File: src/rtl/mem_pkg.sv
// Shared types and constants for the two-port memory arbiter.
package mem_pkg;

  localparam int ADDR_LEN  = 5;
  localparam int WORD_SIZE = 32;

  typedef enum logic [1:0] {
    ST_IDLE   = 2'd0,
    ST_ACCESS = 2'd1,
    ST_DONE   = 2'd2
  } state_t;

  localparam logic PORT0 = 1'b0;
  localparam logic PORT1 = 1'b1;

endpackage

File: src/rtl/rr_pick2.sv
// Two-requester round-robin winner select (purely combinational).
module rr_pick2 (
  input  logic p0_req,
  input  logic p1_req,
  input  logic last_gnt,
  output logic gnt_valid,
  output logic gnt_id
);
  import mem_pkg::*;

  // On a tie the port that did not win last time is chosen.
  always_comb begin
    gnt_valid = p0_req | p1_req;
    gnt_id    = PORT0;
    if (p0_req && p1_req) begin
      gnt_id = ~last_gnt;
    end else if (p1_req) begin
      gnt_id = PORT1;
    end
  end

endmodule

File: src/rtl/mem_arbiter.sv
// Round-robin arbiter and access sequencer in front of a single-port MEMORY.
module mem_arbiter #(
  parameter int ADDR_LEN  = mem_pkg::ADDR_LEN,
  parameter int WORD_SIZE = mem_pkg::WORD_SIZE
) (
  input  logic                 clk,
  input  logic                 rst,
  input  logic                 p0_req,
  input  logic                 p1_req,
  input  logic                 p0_we,
  input  logic                 p1_we,
  input  logic [ADDR_LEN-1:0]  p0_addr,
  input  logic [ADDR_LEN-1:0]  p1_addr,
  input  logic [WORD_SIZE-1:0] p0_wdata,
  input  logic [WORD_SIZE-1:0] p1_wdata,
  output logic                 p0_ack,
  output logic                 p1_ack,
  output logic [WORD_SIZE-1:0] p0_rdata,
  output logic [WORD_SIZE-1:0] p1_rdata,
  output logic                 busy,
  output logic [ADDR_LEN-1:0]  mem_addr,
  output logic                 mem_r_en,
  output logic                 mem_w_en,
  output logic [WORD_SIZE-1:0] mem_data_in,
  input  logic [WORD_SIZE-1:0] mem_data_out
);
  import mem_pkg::*;

  state_t               r_state;
  state_t               w_next;
  logic                 r_last_gnt;
  logic                 r_gnt_id;
  logic                 r_we;
  logic [ADDR_LEN-1:0]  r_addr;
  logic [WORD_SIZE-1:0] r_wdata;
  logic [WORD_SIZE-1:0] r_rdata;
  logic                 w_gnt_valid;
  logic                 w_gnt_id;
  logic                 w_r_en;
  logic                 w_w_en;

  rr_pick2 u_pick (
    .p0_req    (p0_req),
    .p1_req    (p1_req),
    .last_gnt  (r_last_gnt),
    .gnt_valid (w_gnt_valid),
    .gnt_id    (w_gnt_id)
  );

  // State register plus request latches, read capture and fairness history.
  always_ff @(posedge clk) begin
    if (rst) begin
      r_state    <= ST_IDLE;
      r_last_gnt <= PORT1;
      r_gnt_id   <= PORT0;
      r_we       <= 1'b0;
      r_addr     <= '0;
      r_wdata    <= '0;
      r_rdata    <= '0;
    end else begin
      r_state <= w_next;
      case (r_state)
        ST_IDLE: begin
          if (w_gnt_valid) begin
            r_gnt_id <= w_gnt_id;
            r_we     <= (w_gnt_id == PORT1) ? p1_we    : p0_we;
            r_addr   <= (w_gnt_id == PORT1) ? p1_addr  : p0_addr;
            r_wdata  <= (w_gnt_id == PORT1) ? p1_wdata : p0_wdata;
          end
        end
        ST_ACCESS: begin
          if (!r_we) begin
            r_rdata <= mem_data_out;
          end
        end
        ST_DONE: begin
          r_last_gnt <= r_gnt_id;
        end
        default: ;
      endcase
    end
  end

  // Next-state decode and per-state outputs.
  always_comb begin
    w_next = r_state;
    busy   = 1'b0;
    p0_ack = 1'b0;
    p1_ack = 1'b0;
    w_r_en = 1'b0;
    w_w_en = 1'b0;
    case (r_state)
      ST_IDLE: begin
        if (w_gnt_valid) begin
          w_next = ST_ACCESS;
        end
      end
      ST_ACCESS: begin
        busy   = 1'b1;
        w_r_en = ~r_we;
        w_w_en = r_we;
        w_next = ST_DONE;
      end
      ST_DONE: begin
        busy   = 1'b1;
        p0_ack = (r_gnt_id == PORT0);
        p1_ack = (r_gnt_id == PORT1);
        w_next = ST_IDLE;
      end
      default: begin
        w_next = ST_IDLE;
      end
    endcase
  end

  // Enables are gated by rst so a reset during ACCESS can never write.
  assign mem_r_en    = w_r_en & ~rst;
  assign mem_w_en    = w_w_en & ~rst;
  assign mem_addr    = r_addr;
  assign mem_data_in = r_wdata;
  assign p0_rdata    = r_rdata;
  assign p1_rdata    = r_rdata;

endmodule
File: config.mk
export PLATFORM = sky130hd
export DESIGN_NAME = mem_arbiter
export DESIGN_NICKNAME = d
export VERILOG_FILES = /design/src/rtl/mem_pkg.sv /design/src/rtl/rr_pick2.sv /design/src/rtl/mem_arbiter.sv
export SDC_FILE = /design/constraint.sdc
export NUM_CORES = 1
export LEC_CHECK = 0
export ABC_AREA = 1
export CAP_MARGIN = 10
export CORE_UTILIZATION = 37
export CTS_BUF_LIST = sky130_fd_sc_hd__clkbuf_4 sky130_fd_sc_hd__clkbuf_8 sky130_fd_sc_hd__clkbuf_16
export DETAILED_ROUTE_END_ITERATION = 10
export GPL_TIMING_DRIVEN = 1
export HOLD_SLACK_MARGIN = 0.05
export PLACE_DENSITY = 0.78
export SYNTH_ARGS = -nofsm -noshare
export SYNTH_HDL_FRONTEND = slang
export SYNTH_SLANG_ARGS = --single-unit
File: constraint.sdc
create_clock -name clk -period 1.9 [get_ports clk]
set_input_delay 0.19 -clock clk [delete_from_list [all_inputs] [get_ports clk]]
set_output_delay 0.19 -clock clk [all_outputs]
set_load 0.01 [all_outputs]
Yosys cells after proc, flatten, opt, wreduce, memory -nomap -nowiden --
Index checks and enable logic that the tools add are counted.
Storage, ports and cells: bits in registers 74
Operators by class: equal/unequal tests 3, muxes and demuxes 12, bitwise gates (word level) 7, reduce and logical (&&, ||, !) cells 5
Operator list (count):
- 32-bit two-way mux | 1
- 1-bit two-way mux | 8
- 5-bit two-way mux | 1
- 1-bit inverter | 4
- 2-bit one-hot mux with 2 select lines | 1
- 2-bit AND reduction | 2
- 1-bit AND | 2
- 2-bit by 1-bit equality test with 1-bit output, second input constant | 1
- 2-bit equality test, second input constant | 1
- 2-bit logical NOT | 1
- 2-bit two-way mux | 1
- 2-bit by 1-bit inequality test with 1-bit output, second input constant | 1
- 2-bit OR reduction | 1
- 1-bit logical AND | 1
- 1-bit bitwise OR | 1

Depth between registers and ports, before layout --
depth in word-level cells 3, depth in mapped cells 9, depth with buffers taken out 7

Modules after synthesis --
Synthesis repeated with hierarchy kept, for this count alone.
Second synthesis, totals: cells, all modules 599, area total of the unflattened synthesis 3784.9 µm²
Modules (own cells, without submodules):
- mem_arbiter | instances 1, cells each 596, area an instance 3769.9 µm², seq. area each 1481.4 µm²
- rr_pick2 | instances 1, cells each 3, area an instance 15.0 µm², seq. area each 0.0 µm²

Worst setup path before layout --
No wires, ideal clock.
path kind register -> output, start register r_state[1], end output mem_r_en, data arrival time 1.246 ns, slack 0.464 ns, cell stages (with the launch flop) 8, path buffers 1, cell sequence dfxtp_1 -> inv_1 -> ha_1 -> inv_1 -> nor2_1 -> inv_1 -> buf_2 -> nor2_1
Between the ends: cells in the longest elaborated chain, start to end 3
Ends and longest elaborated chain:
- from (decl) | line mem_arbiter.sv:29 | state_t r_state;
- from (signal assigned) | line mem_arbiter.sv:61 | r_state <= w_next;
- 2-bit by 1-bit equality test with 1-bit output | line mem_arbiter.sv:92 | case (r_state)
- 1-bit two-way mux | line mem_arbiter.sv:92
- 1-bit AND | line mem_arbiter.sv:117 | assign mem_r_en = w_r_en & ~rst;
- to (decl) | line mem_arbiter.sv:22 | output logic mem_r_en,
Every way passes these cells.

Final worst setup path --
start register r_state[1], end output busy
Between the ends: cells in the longest elaborated chain, start to end 3, elaborated cells on any way between the ends 4, those cells by class 2 x eq/ne; 1 x mux; 1 x reduce/logical
Ends and longest elaborated chain:
- 2-bit by 1-bit equality test with 1-bit output or 2-bit equality test (tied branches) | line mem_arbiter.sv:92
- 2-bit OR reduction (no line) *
- 1-bit two-way mux * | line mem_arbiter.sv:92
- to (decl) | line mem_arbiter.sv:20 | output logic busy,
Every way passes the cells marked *; elsewhere a longest branch is shown, timed or not.

==> results by group <==
Pwr
  • Peak supply drop: ~0.46 mV
  • Clock power share: between 20% and 30%
  • Pwr per Cell Area: about 810 nW/um^2
  • Internal power: approximately 0.0033 W
  • Net Sw Power: approximately 0.0013 W
  • Sw frac: approximately 28%
  • Sequential share of power: 39.9%
  • Pleak: roughly 2.6 nW
  • Logic pwr share: 31.5%

STA
  • Unrepaired setup endpoints after global routing: no
  • Clk_skew: roughly 14 ps
  • Fmax: 561 MHz
  • Setup violators final: 0
  • Final Cycle Share: between 90% and 100%
  • Slew HR: between 70% and 80%
  • Worst slew pin tran: 323 ps
  • Final Hold Vio Count: 0
  • Slew Viols, Final: 0
  • Fin crit period: 1780 ps
  • Sum Neg Setup Slack: 0 ps

Die
  • IO Pins: 218
  • Core Footprint: 9240 um^2
  • Die Wd: roughly 100 um
  • Die area: slightly below 10,000 um^2
  • Die Ht: approximately 99 um
  • Std-Cell Rows: 35
  • Initial Util: roughly two fifths

GRT
  • Global-route wire length before repair: approximately 16,000 um
  • Number of global-route vias before repair: 3,492
  • Initial antenna violation count: 0
  • Remaining Overflow, GRT: 0
  • GRT Total Usage: 19.9%
  • Largest net degree at the start of global routing: 55

CTS
  • Worst-Skew Late Latency: ~340 ps
  • Clk slew on worst S/H paths: roughly 80 ps
  • Post-CTS setup buffers: 0
  • CTS tree: yes
  • CTS root buf: clkbuf_8
  • Cts bufs inserted: 9
  • Max clock buf depth: 2
  • CTS H-tree lvls: 3
  • CTS sink cnt: 74
  • Cts hold-fix bufs: 0

Critical path
  • Max Fanout on Critical Path: 3
  • Worst EP required: 1710 ps
  • Kind of critical path: reg2out
  • Startpoint types: register
  • R2R cell count: 8
  • Crit. End Element: primary output
  • WP data arrival: between 1500 and 2000 ps

Placed design
  • Placed cell areas: 5530 um^2
  • Port Buffer Count: between 200 and 250
  • Hpwl dp: 7350 um
  • Routability congestion estimate: slightly below 0.8

Synth
  • Register area share after synthesis: about 42%
  • Largest cells by area after synthesis: dfxtp_1 (42%), nor2_1 (19%), o21ai_0 (9.4%)
  • Mapped Cells: between 500 and 600
  • Synth area leader: dfxtp_1
  • Cell Area, Synth: 3510 um^2
  • FFs w/ async S/R, synth: 0%
  • EDFF count, synth: 0
  • Syn Nets: 646
  • Synth Flop Type: dfxtp_1
  • Most instantiated cells after synthesis: nor2_1 (179), nand2_1 (85), dfxtp_1 (74), o21ai_0 (66), inv_1 (46)
  • Syn_area_per_cell: 6.63 um^2
  • Netlist cell types: 15
  • Yosys reg bits: 74
  • Top-count cell post-synth: nor2_1
  • Share of the synthesized area in the top cell type: 42.2%
  • YS warnings: 0

Routing
  • ANT nets after route: 0
  • 1st-pass router iterations: 4
  • Initial DRC count: 101
  • Post-Route WL: just under 10,000 um
  • Via density: between 4 and 5
  • DR WL/cell: around 12 um
  • DR vias: roughly 3,700
  • Drt drc: 0

Run
  • Max_cap viols: 0

Min path
  • Hold path depth: 3
  • Hold Path Class: in2reg

Cells and area
  • Layout cells sized above 1: under 10%
  • Register area: between 1000 and 1500 um^2
  • Synth-to-Final Area Change: 63.6%
  • Final non-filler cell area: between 5000 and 6000 um^2
  • ANT cells: 0
  • Final #Nets: between 800 and 900
  • Multi-input logic area: approximately 1500 um^2
  • Fill cell count: between 800 and 900

Run status
  • Status: finished clean
cell families after synthesis:
| group | Yosys count | share of synthesized area (%) |
|---|---|---|
| AOI/OAI and AO/OA | 72 | 10.3 |
| adders and majority gates | 4 | 1.42 |
| buffers and inverters | 108 | 16.6 |
| DFF | 74 | 42.2 |
| and+or+nand+nor | 272 | 29.5 |
timing repair:
action,CTS,global route
gates resized for setup,1,4
setup endpoints to repair,1,3
pin swaps,0,0
final timing paths:
check | start | endpoint | slack, ps
max reg2reg | r_state[1]$_SDFFE_PP0P_ | r_gnt_id$_SDFFE_PP0P_ | 380
max | r_state[1]$_SDFFE_PP0P_ | busy | 120
min reg2reg | r_last_gnt$_SDFFE_PP1N_ | r_last_gnt$_SDFFE_PP1N_ | 470
min | mem_data_out[6] | p0_rdata[6]$_SDFFE_PP0P_ | 440
final cells by class:
class | count | share of cell area [%]
Tap cell | 129 | 2.81
Inverter | 46 | 3.00
Sequential cell | 74 | 25.8
Clock inverter | 5 | 1.37
Clock buffer | 10 | 2.39
Timing Repair Buffer | 225 | 39.3
Multi-Input combinational cell | 348 | 25.3
stage by stage:
| step | hold slack (ps) | total power, W | cells | utilization, % | setup WS (ps) |
|---|---|---|---|---|---|
| 4_1_cts | 414 | 0.00474 | 837 | 62.1 | 6.05 |
| 3_3_place_gp | 451 | 0.00335 | 822 | 59.8 | 329 |
| 2_1_floorplan | 259 | 0.00262 | 530 | - | 464 |
| 5_1_grt | 434 | 0.00497 | 837 | 62.2 | 27.7 |
| 3_5_place_dp | 452 | 0.00338 | 822 | 59.8 | 286 |
| 6_report | 435 | 0.00467 | 837 | 62.2 | 116 |
power by group through the flow:
stage                     registers (W)  logic (W)  clock network (W)
after floorplan                 0.00197   0.000648                  0
after global placement          0.00189    0.00146                  0
after detailed placement        0.00190    0.00148                  0
after CTS                       0.00186    0.00149            0.00138
after global routing            0.00189    0.00162            0.00146
final                           0.00186    0.00147            0.00133
layout by cell type, fill, tap and decap left out:
cell / synthesis / layout
a21oi_1: 2 / 2
buf_4: 34 / 6
dlymetal6s2s_1: 0 / 2
ha_2: 0 / 1
dlygate4sd2_1: 0 / 1
inv_1: 46 / 44
inv_2: 0 / 1
bufinv_16: 0 / 2
o21ai_0: 66 / 66
nor2_4: 1 / 1
clkinv_4: 0 / 1
nor2_2: 1 / 2
dfxtp_1: 74 / 74
nand2_1: 85 / 84
o21ai_1: 4 / 4
buf_12: 0 / 2
nand3_1: 6 / 6
clkbuf_8: 0 / 10
nand2_2: 0 / 1
clkdlybuf4s50_1: 0 / 214
clkinv_2: 0 / 2
ha_1: 4 / 3
nor2_1: 179 / 178
clkinv_1: 0 / 1
registers in the layout, indices dropped and copies added (netlist names):
| register | flops |
|---|---|
| mem_data_in | 32 |
| r_last_gnt | 1 |
| r_we | 1 |
| mem_addr | 5 |
| p0_rdata | 32 |
| r_state | 2 |
| r_gnt_id | 1 |
metal layers:
metal	wire length, um	global-route usage [%]	up-vias
met5	0	0	-
met4	197	7.24	0
met3	1110	8.15	19
met2	4520	33.6	184
met1	3930	22.6	1579
li1	-	-	1918
worst max-delay path, cell delays in order (launching register included):
cell and delay [ps]:
dfxtp_1 360, inv_1 90, ha_1 290, clkdlybuf4s50_1 540
(Power assumes the default switching activity.)
